--- src/rtl/parcare_multi_lane.sv ---
// Multi-lane parking controller: per-lane barrier FSMs, reservation-based
// capacity control, occupancy counting on confirmed passage, APB config.
//
// Ports:
//   clk, rst           clock, async active-high reset
//   senzor_trecere_i   per-lane pass sensor pulse
//   bariera_o          per-lane barrier raised
//   afisare_locuri_o   OCCUPIED value
//   parcare_full_o     OCCUPIED+PENDING >= CAPACITY (registered)
//   P*                 APB slave (zero wait states)
module parcare_multi_lane #(
  parameter int                 N_LANES     = 2,
  parameter int                 CNT_W       = 8,
  parameter logic [N_LANES-1:0] LANE_DIR    = 'b10,
  parameter int                 TIMEOUT_RST = 16
) (
  input  logic               clk,
  input  logic               rst,
  input  logic [N_LANES-1:0] senzor_trecere_i,
  output logic [N_LANES-1:0] bariera_o,
  output logic [CNT_W-1:0]   afisare_locuri_o,
  output logic               parcare_full_o,
  input  logic [2:0]         Paddr_i,
  input  logic               Pwrite_i,
  input  logic               Psel_i,
  input  logic               Penable_i,
  input  logic [CNT_W-1:0]   Pwdata_i,
  output logic [CNT_W-1:0]   Prdata_o,
  output logic               Pready_o,
  output logic               Pslverr_o
);

  localparam int W2 = CNT_W + 2;
  localparam logic [W2-1:0] MAXV = {2'b00, {CNT_W{1'b1}}};

  typedef enum logic {
    CLOSED = 1'b0,
    OPEN   = 1'b1
  } lane_st_e;

  lane_st_e         st_q  [N_LANES];
  lane_st_e         st_d  [N_LANES];
  logic [CNT_W-1:0] tmr_q [N_LANES];
  logic [CNT_W-1:0] tmr_d [N_LANES];

  logic [CNT_W-1:0] cap_q, cap_d;
  logic [CNT_W-1:0] occ_q, occ_d;
  logic [CNT_W-1:0] pend_q, pend_d;
  logic [CNT_W-1:0] rej_q, rej_d;
  logic [CNT_W-1:0] tmo_q, tmo_d;
  logic [CNT_W-1:0] prdata_q;
  logic             full_q;

  logic             setup, access, err, wr_ok;
  logic [N_LANES-1:0] req;
  logic [CNT_W-1:0] tmo_eff;
  logic [CNT_W-1:0] rd_val;
  logic [N_LANES-1:0] bar;

  logic [W2-1:0] base, ngrant, nrej, nep, neto, nxp;
  logic [W2-1:0] osum, rsum, psum;
  logic          full_d;

  // APB decode
  assign setup  = Psel_i & ~Penable_i;
  assign access = Psel_i & Penable_i;
  assign err    = access & ((Paddr_i == 3'd7) |
                  (Pwrite_i & ((Paddr_i == 3'd1) |
                               (Paddr_i == 3'd3) |
                               (Paddr_i == 3'd4))));
  assign wr_ok  = access & Pwrite_i & ~err;
  assign req    = (wr_ok && Paddr_i == 3'd2) ?
                  Pwdata_i[N_LANES-1:0] : '0;

  assign tmo_eff = (tmo_q == '0) ? CNT_W'(1) : tmo_q;
  assign base    = {2'b00, occ_q} + {2'b00, pend_q};

  always_comb begin
    for (int i = 0; i < N_LANES; i++) begin
      bar[i] = (st_q[i] == OPEN);
    end
  end

  // Lane FSMs and grant arbitration, lowest lane index first
  always_comb begin
    ngrant = '0;
    nrej   = '0;
    nep    = '0;
    neto   = '0;
    nxp    = '0;
    for (int i = 0; i < N_LANES; i++) begin
      st_d[i]  = st_q[i];
      tmr_d[i] = tmr_q[i];
      if (st_q[i] == OPEN) begin
        if (senzor_trecere_i[i]) begin
          st_d[i] = CLOSED;
          if (LANE_DIR[i]) nxp = nxp + W2'(1);
          else             nep = nep + W2'(1);
        end else if (tmr_q[i] <= CNT_W'(1)) begin
          st_d[i] = CLOSED;
          if (!LANE_DIR[i]) neto = neto + W2'(1);
        end else begin
          tmr_d[i] = tmr_q[i] - CNT_W'(1);
        end
      end else if (req[i]) begin
        if (LANE_DIR[i]) begin
          st_d[i]  = OPEN;
          tmr_d[i] = tmo_eff;
        end else if (base + ngrant < {2'b00, cap_q}) begin
          st_d[i]  = OPEN;
          tmr_d[i] = tmo_eff;
          ngrant   = ngrant + W2'(1);
        end else begin
          nrej = nrej + W2'(1);
        end
      end
    end
  end

  // Counter updates
  always_comb begin
    osum = {2'b00, occ_q} + nep;
    if (osum < nxp)          osum = '0;
    else                     osum = osum - nxp;
    if (osum > MAXV)         osum = MAXV;
    occ_d = osum[CNT_W-1:0];

    psum   = {2'b00, pend_q} + ngrant - nep - neto;
    pend_d = psum[CNT_W-1:0];

    rsum = {2'b00, rej_q} + nrej;
    if (rsum > MAXV) rsum = MAXV;
    rej_d = rsum[CNT_W-1:0];

    cap_d = cap_q;
    tmo_d = tmo_q;
    if (wr_ok) begin
      unique case (Paddr_i)
        3'd0:    cap_d = Pwdata_i;
        3'd5:    rej_d = '0;
        3'd6:    tmo_d = Pwdata_i;
        default: ;
      endcase
    end
  end

  assign full_d = base >= {2'b00, cap_q};

  // Read mux
  always_comb begin
    rd_val = '0;
    unique case (Paddr_i)
      3'd0:    rd_val = cap_q;
      3'd1:    rd_val = occ_q;
      3'd3:    rd_val[N_LANES-1:0] = bar;
      3'd4:    rd_val = pend_q;
      3'd5:    rd_val = rej_q;
      3'd6:    rd_val = tmo_q;
      default: rd_val = '0;
    endcase
  end

  always_ff @(posedge clk or posedge rst) begin
    if (rst) begin
      for (int i = 0; i < N_LANES; i++) begin
        st_q[i]  <= CLOSED;
        tmr_q[i] <= '0;
      end
    end else begin
      for (int i = 0; i < N_LANES; i++) begin
        st_q[i]  <= st_d[i];
        tmr_q[i] <= tmr_d[i];
      end
    end
  end

  always_ff @(posedge clk or posedge rst) begin
    if (rst) begin
      cap_q    <= '1;
      occ_q    <= '0;
      pend_q   <= '0;
      rej_q    <= '0;
      tmo_q    <= CNT_W'(TIMEOUT_RST);
      prdata_q <= '0;
      full_q   <= 1'b0;
    end else begin
      cap_q  <= cap_d;
      occ_q  <= occ_d;
      pend_q <= pend_d;
      rej_q  <= rej_d;
      tmo_q  <= tmo_d;
      full_q <= full_d;
      if (setup && !Pwrite_i) prdata_q <= rd_val;
    end
  end

  assign bariera_o        = bar;
  assign afisare_locuri_o = occ_q;
  assign parcare_full_o   = full_q;
  assign Prdata_o         = prdata_q;
  assign Pready_o         = access;
  assign Pslverr_o        = err;

endmodule

--- config.mk ---
export PLATFORM = sky130hd
export DESIGN_NAME = parcare_multi_lane
export DESIGN_NICKNAME = d
export VERILOG_FILES = /design/src/rtl/parcare_multi_lane.sv
export SDC_FILE = /design/constraint.sdc
export NUM_CORES = 1
export LEC_CHECK = 0
export ABC_AREA = 1
export CORE_ASPECT_RATIO = 0.6
export CORE_MARGIN = 2
export CORE_UTILIZATION = 50
export CTS_CLUSTER_DIAMETER = 200
export DETAILED_ROUTE_END_ITERATION = 10
export PLACE_DENSITY = 0.7
export SYNTH_ARGS = -nofsm -noshare
export SYNTH_HDL_FRONTEND = slang
export SYNTH_SLANG_ARGS = --single-unit
--- constraint.sdc ---
create_clock -name clk -period 4.6 [get_ports clk]
set_clock_uncertainty 0.05 [all_clocks]
set_input_delay 0.92 -clock clk [delete_from_list [all_inputs] [get_ports clk]]
set_output_delay 0.92 -clock clk [all_outputs]
set_load 0.03 [all_outputs]
# Word level (Yosys, flattened, before mapping)

Index checks and enable logic that the tools add are counted.

Logic and storage cells: 101
Flip-flop bits (word level): 67
Bits of input ports: 18
Output and inout bits: 21

Equality and inequality tests: 11
Bitwise operators: 11
Order comparisons: 7
Reduce and logical (&&, ||, !) cells: 12
Add/subtract/negate cells: 9
Mux-type cells: 40

Operator list:

| cell                                                            | count |
|---|---|
| 2-to-1 mux 8 bit                                                | 14 |
| case mux 6 bit (5 select lines)                                 | 1 |
| 2-to-1 mux 1 bit                                                | 21 |
| greater-than comparator 10 x 8 -> 1 bit (second input constant) | 2 |
| 2-to-1 mux 10 bit                                               | 2 |
| <= comparator 8 x 1 -> 1 bit (second input constant)            | 2 |
| subtractor 8 x 1 -> 8 bit (second input constant)               | 2 |
| subtractor 8 bit                                                | 2 |
| equality test 3 bit (second input constant)                     | 4 |
| case mux 2 bit (6 select lines)                                 | 1 |
| adder 8 x 10 -> 10 bit                                          | 1 |
| less-than comparator 10 bit                                     | 1 |
| subtractor 10 bit                                               | 1 |
| adder 8 x 1 -> 9 bit                                            | 1 |
| adder 8 x 8 -> 9 bit                                            | 1 |
| greater-or-equal comparator 9 x 8 -> 1 bit                      | 1 |
| less-than comparator 9 x 8 -> 1 bit                             | 1 |
| adder 8 bit                                                     | 1 |
| logical NOT 8 bit                                               | 1 |
| inequality test 2 bit (second input constant)                   | 4 |
| AND 1 bit                                                       | 6 |
| equality test 3 x 2 -> 1 bit (second input constant)            | 2 |
| nonzero test 2 bit                                              | 3 |
| AND reduction 2 bit                                             | 2 |
| 9 further kinds                                                 | 13 |

# Logic depth before layout (Yosys ltp)

Gate-level depths: netlist of the first run.

Word-level depth: 17
Depth in mapped cells: 28
Depth with buffers taken out: 28

# Worst setup path after synthesis of the first run

OpenSTA, ideal clock, no wires.

Path kind: reg-to-reg
From: register occ_q[0], in the netlist afisare_locuri_o[0]
To: register pend_q[7]
Setup slack: 0.788 ns
Period minus slack after synthesis: 3.812 ns
Required time: 4.424 ns
Buffers on the path: 0
Arrival time: 3.636 ns
Cell stages (with the launch flop): 24
Library setup time: 0.126 ns
Cells stage by stage: dfrtp_1 -> ha_1 -> inv_1 -> fa_1 -> inv_1 -> nand2_1 -> nand3_1 -> xor2_1 -> ha_1 -> a21o_1 -> nand2_1 -> nand2_1 -> inv_1 -> nand4_1 -> nor2_1 -> ha_1 -> ha_1 -> inv_1 -> fa_1 -> o21ai_0 -> a21oi_1 -> nor2_1 -> nor2_1 -> xor2_1

Word-level cells in the longest chain between the ends: 8

Ends and longest elaborated chain:

| item                                | RTL line | source |
|---|---|---|
| from (decl)                         | 47       | `logic [CNT_W-1:0] occ_q, occ_d;` |
| from (signal assigned)              | 180      | `occ_q <= '0;` |
| from (signal assigned)              | 188      | `occ_q <= occ_d;` |
| adder 8 x 8 -> 9 bit                | 76       | `assign base = {2'b00, occ_q} + {2'b00, pend_q};` |
| less-than comparator 9 x 8 -> 1 bit | 109      | `end else if (base + ngrant < {2'b00, cap_q}) begin` |
| 2-to-1 mux 1 bit                    | 109      |  |
| 2-to-1 mux 1 bit                    | 105      | `end else if (req[i]) begin` |
| 2-to-1 mux 1 bit                    | 94       | `if (st_q[i] == OPEN) begin` |
| adder 8 bit                         | 128      | `psum = {2'b00, pend_q} + ngrant - nep - neto;` |
| subtractor 8 bit (2 in a row)       | 128      |  |
| named net psum[7]                   | 61       | `logic [W2-1:0] osum, rsum, psum;` |
| to (signal assigned)                | 189      | `pend_q <= pend_d;` |
| to (decl)                           | 48       | `logic [CNT_W-1:0] pend_q, pend_d;` |

The timed path passes the listed nets, and every way through them passes these cells.
A chain may end at the register's enable or synchronous reset.

# Worst setup path in the final report of the first run

From: register occ_q[2], in the netlist afisare_locuri_o[2]
To: register pend_q[7]

Same word-level chain as after synthesis.

==> qor.txt, run 1 <==
TritonCTS clock tree -> built
# Post-CTS Setup Buffers -> 0
Detailed Routing Iterations Pass 1 -> 7
Routability-driven placement congestion ratio -> 0.904
Cells after Synth -> 639
Mapped Avg Cell Area -> 7.34 um2
CTS Hold Bufs -> 0
Post-route setup TNS -> 0 ns
#FFs+latches synth -> 67
Num rows -> 27
All-Layer GR Usage -> 26.8%
Largest net degree at the start of global routing -> 37
Commonest non-fill, non-tap cell in the layout -> nand2_1
Max clock buf depth -> 2
H-tree depth -> 3
XOR/XNOR Fraction of Synth Area -> 3.52%
Slew Viols, Final -> 0
DP Wirelength -> 9830 um
CORE AREA -> 9160 um2
Async SR Flop Fraction -> 100%
Post-synthesis adder-cell area fraction -> 10.3%
Grt ovf -> 0
Diode count -> 0
Synth Area in Simple Gates -> 25.4%
Drt total wl -> 12800 um
CP Max Fanout -> 8
Die height -> 79.0 um
Final min period -> 4.14 ns
Post-synth top flop -> dfrtp_1
Worst setup SP type -> flop
Clk pin slew, worst setup/hold paths -> 0.06 ns
Avg WL per Cell -> 15.6 um
Vias in the first global route -> 4111
Ratio of final minimum period to clock period -> 90.0%
Drt initial violations -> 466
Initial antenna violation count -> 0
Main combinational cell family by area after synthesis -> simple AND/OR/NAND/NOR gates
Drt drc -> 0
Mux share of post-synthesis cell area -> 0%
Unrepaired setup endpoints after global routing -> no
Synthesized cell area -> 4690 um2
Synth Area in Compound Gates -> 13.6%
Skew-Pair Late Insertion Delay -> 0.34 ns
EDFF count, synth -> 0
PwrDens -> 537 nW/um2
Layout Cells excl Fill -> 819
CTS buffer count -> 9
I/O pin count -> 39
Most frequent cells in the layout -> 161 x nand2_1, 124 x inv_1, 58 x dfrtp_1, 48 x nand3_1, 45 x o21ai_0
Tightest Pin Transition -> 0.998 ns
Fill count -> 821
Starting Density -> 51.2%
Worst vdd ir -> 0.000265 V
WP data arrival -> 4.31 ns
Max cap viols -> 0
Routed vias -> 4383
Synthesized net count -> 694
Die area -> 10200 um2
First-pass GRT wire length -> 20800 um
Worst setup path category -> reg -> reg
F_max -> 242 MHz
Nets -> 739
Sequential share of the synthesized area -> 36.0%
Yosys warns -> 0
IO Port Bufs -> 38
Root buffer cell -> clkbuf_16
Antenna-violating nets left -> 0
Pleak -> 2.89 nW
Placed Instances -> 803
Status -> completed
Setup-failing EPs final -> 0
Fraction of layout cells with a size suffix above 1 -> 7.26%
Synth-to-Final Area Change -> 17.9%
Setup crit end kind -> flop
Min-delay worst type -> reg -> reg
Die X-Extent -> 129 um
Final Hold Fails -> 0
Synth unique cells -> 40
Clock Sink Count -> 67
Post-cts resize count -> 0
Avg Vias per Cell -> 5.35
Data required, critical path -> 4.77 ns
Rel. slew slack -> 33.1%
flip-flops by register name, indices dropped and copies added (netlist names):
signal and cells:
pend_q 8, rej_q 8, tmr_q 16, cap_q 8, tmo_q 8, parcare_full_o 1
afisare_locuri_o 8, bariera_o 2, Prdata_o 8
power by group:
group | switching, W | internal, W | total (W)
combinational | 0.000835 | 0.000521 | 0.00136
clock | 0.000262 | 0.000487 | 0.000749
sequential | 0.000134 | 0.000728 | 0.000862
stage by stage:
step | util, % | power (W) | worst slack [ns] | cell area (um2) | hold slack [ns]
after floorplan | - | 0.00181 | 0.788 | 4690 | 0.403
after detailed placement | 56.9 | 0.00219 | 0.596 | 5210 | 0.416
after CTS | 60.4 | 0.00296 | 0.519 | 5530 | 0.435
after global routing | 60.4 | 0.00321 | 0.233 | 5530 | 0.458
final | 60.4 | 0.00297 | 0.459 | 5530 | 0.428
after global placement | 56.9 | 0.00215 | 0.673 | 5210 | 0.415
worst max-delay path: stages (launching register included):
cell	delay, ns
dfrtp_1	0.49
ha_1	0.42
a21oi_1	0.16
nand2_1	0.12
nand4_1	0.12
o211ai_1	0.13
xor2_1	0.17
ha_1	0.30
and3_1	0.22
nand2_1	0.09
nand4_1	0.13
nor2_1	0.13
ha_1	0.16
ha_1	0.17
inv_1	0.06
fa_1	0.40
o21ai_0	0.30
a21oi_1	0.11
nor2_1	0.10
nor2_1	0.05
xor2_1	0.13
layer usage:
layer	track usage, %	share of wire [%]	vias to the layer above
met3	9.03	10	28
met1	39.4	48	2010
met4	8.70	2.1	0
met5	0	0	-
li1	-	-	2145
met2	36.9	39	200
cell families after synthesis:
logic type,count (synthesis)
buf+inv,135
flops,67
simple gates,274
compound gates,108
fa+ha+maj,37
xor+xnor,18
cells in the mapped netlist (7+ instances only):
master,count,area [um2]
a21oi_1,18,90.1
nor2_1,39,146
o21ai_2,9,78.8
nand3_1,48,240
inv_1,125,469
nand4_1,11,68.8
o22ai_1,9,56.3
nand2_1,161,604
dfrtp_1,58,1450
xor2_1,10,87.6
o21ai_0,45,225
o21ai_1,9,45.0
ha_1,34,425
dfstp_2,9,236
xnor2_1,7,61.3
final timing paths:
kind                       slack [ns]                           from                    end  depth (start not counted)
max in group asynchronous        2.58                            rst   cap_q[1]$_DFFE_PP1P_                          3
min                              0.43           tmo_q[4]$_DFFE_PP1P_   tmo_q[4]$_DFFE_PP1P_                          2
min in group asynchronous        0.99                            rst  tmr_q[10]$_DFFE_PP0P_                          2
max reg2reg                      0.46  afisare_locuri_o[2]$_DFF_PP0_    pend_q[7]$_DFF_PP0_                         20
min reg2reg                      0.43           tmo_q[4]$_DFFE_PP1P_   tmo_q[4]$_DFFE_PP1P_                          2
max                              0.46  afisare_locuri_o[2]$_DFF_PP0_    pend_q[7]$_DFF_PP0_                         20
final cells by class:
cell class                      instances  area [um2]  share of cell area, %
Multi-Input combinational cell        437        2480                   44.8
Timing Repair Buffer                   40         395                   7.15
Clock inverter                          5        77.6                   1.40
Sequential cell                        67        1690                   30.5
Inverter                              129         485                   8.78
Clock buffer                           11         243                   4.39
Tap cell                              130         163                   2.94
No activity file was read; power rests on OpenSTA's default activity.
==> run 2: changes to the inputs <==
Settings changed: PLACE_DENSITY 0.7 to 0.82.
==> run 2 against run 1 <==
Final cell count did not move. Flip-flop and latch count did not move. Die area did not move.
==> qor.txt, run 2 (synthesis results as in run 1) <==
Slew Viols, Final -> 0
Pleak -> 2.89 nW
Post-route setup TNS -> 0 ns
Drt drc -> 0
Ratio of final minimum period to clock period -> 90.5%
Commonest non-fill, non-tap cell in the layout -> nand2_1
H-tree depth -> 3
Diode count -> 0
Core Util, Final -> 60.5%
Final min period -> 4.16 ns
CTS buffer count -> 9
Drt total wl -> 13400 um
Avg Vias per Cell -> 5.58
Max reg flops -> 16
Antenna-violating nets left -> 0
Max cap viols -> 0
Nets -> 739
Num rows -> 27
Die height -> 79.0 um
Setup-failing EPs final -> 0
Rel. slew slack -> 30.9%
Largest net degree at the start of global routing -> 40
WP data arrival -> 4.33 ns
All-Layer GR Usage -> 28.2%
Vias in the first global route -> 4363
CP Max Fanout -> 8
PwrDens -> 545 nW/um2
Initial antenna violation count -> 0
Unrepaired setup endpoints after global routing -> no
Drt initial violations -> 560
Status -> completed
First-pass GRT wire length -> 22100 um
Worst vdd ir -> 0.000373 V
Most frequent cells in the layout -> 161 x nand2_1, 124 x inv_1, 58 x dfrtp_1, 48 x nand3_1, 45 x o21ai_0
Tightest Pin Transition -> 1.03 ns
Fill count -> 814
Detailed Routing Iterations Pass 1 -> 6
Clock Sink Count -> 67
IO Port Bufs -> 38
# Post-CTS Setup Buffers -> 0
Most Frequent Cell on Critical Path -> ha_1
Synth-to-Final Area Change -> 18.1%
Max clock buf depth -> 2
DP Wirelength -> 10100 um
Die X-Extent -> 129 um
Clk pin slew, worst setup/hold paths -> 0.05 ns
Fraction of layout cells with a size suffix above 1 -> 7.26%
Min-delay worst type -> reg -> reg
Grt ovf -> 0
CORE AREA -> 9160 um2
Max incr delay on CP -> 0.48 ns
Starting Density -> 51.2%
Routed vias -> 4573
F_max -> 240 MHz
Avg WL per Cell -> 16.4 um
Skew-Pair Late Insertion Delay -> 0.35 ns
Final Hold Fails -> 0
Crit-path cells -> ha_1 > a21oi_1 > nand2_1 > nand4_1 > o211ai_1 > xor2_1 > ha_1 > and3_1 > nand2_1 > nand4_1 > nor2_1 > ha_1 > ha_1 > inv_1 > fa_1 > o21ai_0 > a21oi_1 > nor2_1 > nor2_1 > xor2_1
Die area -> 10200 um2
Biggest register -> tmr_q
TritonCTS clock tree -> built
Post-cts resize count -> 0
Crit path max-delay cell type -> dfrtp_1
Setup crit end kind -> flop
I/O pin count -> 39
CTS Hold Bufs -> 0
Worst setup SP type -> flop
Total Power -> 0.00302 W
Root buffer cell -> clkbuf_16
Worst setup path category -> reg -> reg
Data required, critical path -> 4.77 ns
Routability-driven placement congestion ratio -> 0.992
## run 2: cell count changes in the layout (fill, tap and decap cells not counted)
cell	before	now
clkbuf_8	1	2
clkinv_2	3	2
## run 2: final cells by class
type                            count  area [um2]  share of cell area (%)
Clock buffer                       12         256                    4.63
Clock inverter                      4        72.6                    1.31
Inverter                          129         485                    8.76
Multi-Input combinational cell    437        2480                    44.7
Sequential cell                    67        1690                    30.5
Tap cell                          130         163                    2.94
Timing Repair Buffer               40         395                    7.14
## run 2: per-layer routing
layer	global-route usage (%)	share of wire, %	vias up
met5	0	0	-
met1	40.0	45	2162
met4	9.46	2.2	0
met2	41.2	42	231
li1	-	-	2144
met3	8.36	10	36
## run 2: power breakdown
| part | switching, W | internal [W] |
|---|---|---|
| registers | 0.000148 | 0.000728 |
| logic | 0.000860 | 0.000518 |
| clock network | 0.000264 | 0.000503 |
| total | 0.00127 | 0.00175 |
## run 2: stage by stage
stage / setup WS (ns) / instance area, um2 / cells / hold slack [ns]
final: 0.438 / 5540 / 819 / 0.437
after CTS: 0.448 / 5540 / 819 / 0.434
after floorplan: 0.788 / 4690 / 639 / 0.403
after detailed placement: 0.516 / 5210 / 803 / 0.418
after global placement: 0.683 / 5210 / 803 / 0.411
after global routing: 0.0589 / 5540 / 819 / 0.456
## run 2: critical path: cells and delay by family (launching register included)
| kind | cells | cell delay [ns] |
|---|---|---|
| flops | 1 | 0.48 |
| compound gates | 4 | 0.71 |
| buf+inv | 1 | 0.05 |
| simple gates | 8 | 0.95 |
| xor+xnor | 2 | 0.31 |
| fa+ha+maj | 5 | 1.47 |
## run 2: path summary, 6_finish.rpt
check	startpoint	endpoint	slack, ns	cells past startpoint
max	afisare_locuri_o[2]$_DFF_PP0_	pend_q[7]$_DFF_PP0_	0.44	20
min	Prdata_o[5]$_DFFE_PP0P_	Prdata_o[5]$_DFFE_PP0P_	0.44	2
max reg2reg	afisare_locuri_o[2]$_DFF_PP0_	pend_q[7]$_DFF_PP0_	0.44	20
min reg2reg	Prdata_o[5]$_DFFE_PP0P_	Prdata_o[5]$_DFFE_PP0P_	0.44	2
max in group asynchronous	rst	Prdata_o[5]$_DFFE_PP0P_	2.54	3
min in group asynchronous	rst	tmr_q[12]$_DFFE_PP0P_	1.03	2
==> run 3: changes to the inputs <==
Settings changed: CAP_MARGIN set to 20, CORE_UTILIZATION 50 to 45, PLACE_DENSITY 0.82 to 0.76, SETUP_SLACK_MARGIN set to 0.05.
==> run 3 against run 2 <==
Worst setup slack improved by 0.046 ns. Maximum frequency increased by 1.1%. Sequential share of layout area decreased by 0.27 points. Combinational power about the same. Die area increased by 11%. Largest cell class unchanged. Routed wire length decreased by 3.0%. Flip-flop and latch count unchanged. Critical path depth increased by 5. Critical endpoint is now rej_q[2]$_DFF_PP0_. Highest routed layer unchanged.
==> qor.txt, run 3 (synthesis results as in run 1) <==
Diode count -> 0
Synth-to-Final Area Change -> 19.1%
Slew Viols, Final -> 0
IO Port Bufs -> 38
Unrepaired setup endpoints after global routing -> no
Pleak -> 2.91 nW
Fraction of layout cells with a size suffix above 1 -> 7.40%
DP Wirelength -> 9800 um
Routability-driven placement congestion ratio -> 0.949
Reg2reg end -> rej_q[2]$_DFF_PP0_
Drt initial violations -> 476
All-Layer GR Usage -> 24.1%
Die area -> 11300 um2
Ratio of final minimum period to clock period -> 89.5%
Hold endpoint -> tmo_q[4]$_DFFE_PP1P_
Initial antenna violation count -> 0
H-tree depth -> 3
Starting Density -> 47.0%
Clock Sink Count -> 67
PwrDens -> 545 nW/um2
Data required, critical path -> 4.78 ns
CORE AREA -> 9980 um2
Drt total wl -> 13000 um
Grt ovf -> 0
Max clock buf depth -> 2
Most frequent cells in the layout -> 161 x nand2_1, 124 x inv_1, 58 x dfrtp_1, 48 x nand3_1, 44 x o21ai_0
Footprint of the multi-input gates -> 2480 um2
Worst vdd ir -> 0.000230 V
Worst setup SP type -> flop
Die X-Extent -> 136 um
Setup-failing EPs final -> 0
Setup crit end kind -> flop
TritonCTS clock tree -> built
Commonest non-fill, non-tap cell in the layout -> nand2_1
FF-to-FF Start -> afisare_locuri_o[2]$_DFF_PP0_
Nets -> 739
Total Power -> 0.00305 W
Avg WL per Cell -> 15.8 um
Status -> completed
Routed vias -> 4453
CTS Hold Bufs -> 0
Worst setup path category -> reg -> reg
Max reg flops -> 16
Layout Cells excl Fill -> 824
Tightest Pin Transition -> 0.980 ns
F_max -> 243 MHz
Post-cts resize count -> 0
CP Max Fanout -> 8
FF-to-FF path depth -> 25
HP Start -> tmo_q[4]$_DFFE_PP1P_
Min-delay worst type -> reg -> reg
Final Hold Fails -> 0
Rel. slew slack -> 34.2%
# Post-CTS Setup Buffers -> 0
FF-to-FF setup slack -> 0.48 ns
Core Util, Final -> 56.0%
CTS buffer count -> 9
Detailed Routing Iterations Pass 1 -> 5
Fill count -> 917
Placed Instances -> 807
Max cap viols -> 0
First-pass GRT wire length -> 21400 um
Post-route setup TNS -> 0 ns
I/O pin count -> 39
Clk pin slew, worst setup/hold paths -> 0.06 ns
Avg Vias per Cell -> 5.40
Num rows -> 28
Biggest register -> tmr_q
Worst hold slack -> 0.433 ns
WHS Path Cells -> 2
Antenna-violating nets left -> 0
Skew-Pair Late Insertion Delay -> 0.34 ns
Vias in the first global route -> 4241
Largest net degree at the start of global routing -> 45
Final min period -> 4.12 ns
Root buffer cell -> clkbuf_16
WP data arrival -> 4.30 ns
Register area -> 1690 um2
Drt drc -> 0
Die height -> 83.1 um
==> run 3: changes by cell type in the layout (fill, tap and decap cells not counted) <==
| cell | change |
|---|---|
| clkinv_4 | +2 |
| clkinvlp_4 | -1 |
| clkbuf_8 | -1 |
| o21ai_1 | +1 |
| bufinv_16 | +1 |
| buf_16 | +1 |
| buf_4 | -1 |
| clkbuf_1 | -1 |
| o21ai_0 | -1 |
==> run 3: worst max-delay path by stage <==
stage | start | endpoint | slack (ns) | depth (start not counted)
floorplan | afisare_locuri_o[0]$_DFF_PP0_ | pend_q[7]$_DFF_PP0_ | 0.79 | 23
CTS | afisare_locuri_o[2]$_DFF_PP0_ | pend_q[7]$_DFF_PP0_ | 0.40 | 21
global route | afisare_locuri_o[2]$_DFF_PP0_ | pend_q[7]$_DFF_PP0_ | 0.17 | 23
detailed placement | afisare_locuri_o[2]$_DFF_PP0_ | pend_q[7]$_DFF_PP0_ | 0.42 | 21
global placement | afisare_locuri_o[2]$_DFF_PP0_ | pend_q[7]$_DFF_PP0_ | 0.62 | 23
finish | afisare_locuri_o[2]$_DFF_PP0_ | rej_q[2]$_DFF_PP0_ | 0.48 | 25
==> run 3: critical path: stages (launching register included) <==
cell,delay [ns]
dfrtp_1,0.50
ha_1,0.42
a21oi_1,0.16
nand2_1,0.14
a21oi_1,0.17
o21ai_0,0.11
xnor2_1,0.16
inv_1,0.06
ha_1,0.26
and3_1,0.17
a21oi_1,0.30
nand2_1,0.08
nand3_1,0.12
inv_1,0.07
ha_1,0.20
ha_1,0.20
nand2_1,0.08
inv_1,0.05
nand2_1,0.07
nor2_1,0.05
nand2_1,0.07
nor2_1,0.06
nand2_1,0.16
o21ai_0,0.12
nand2_1,0.09
inv_1,0.06
==> run 3: layout make-up <==
class                      instances  share of cell area [%]
clock buffer                      10                    4.28
timing repair buffer              40                    7.43
clock inverter                     6                    2.02
inverter                         129                    8.69
tap                              135                    3.02
multi-input combinational        437                    44.4
sequential                        67                    30.2
==> run 3: routing by layer <==
layer	global-route usage, %	share of wire [%]	wire length (um)	vias up
met2	34.3	41	5330	190
met1	36.8	48	6260	2088
met4	5.97	1.5	197	0
met3	5.68	9.4	1220	20
li1	-	-	-	2155
met5	0	0	0	-
==> run 3: metrics by stage <==
step	area (um2)	setup WS, ns
floorplan	4690	0.788
global placement	5210	0.619
detailed placement	5210	0.418
CTS	5560	0.404
global route	5590	0.167
finish	5590	0.484
==> run 3: power by group <==
group | switching, W | total [W] | internal (W)
combinational | 0.000836 | 0.00136 | 0.000525
sequential | 0.000144 | 0.000871 | 0.000728
clock | 0.000270 | 0.000815 | 0.000545
total | 0.00125 | 0.00305 | 0.00180
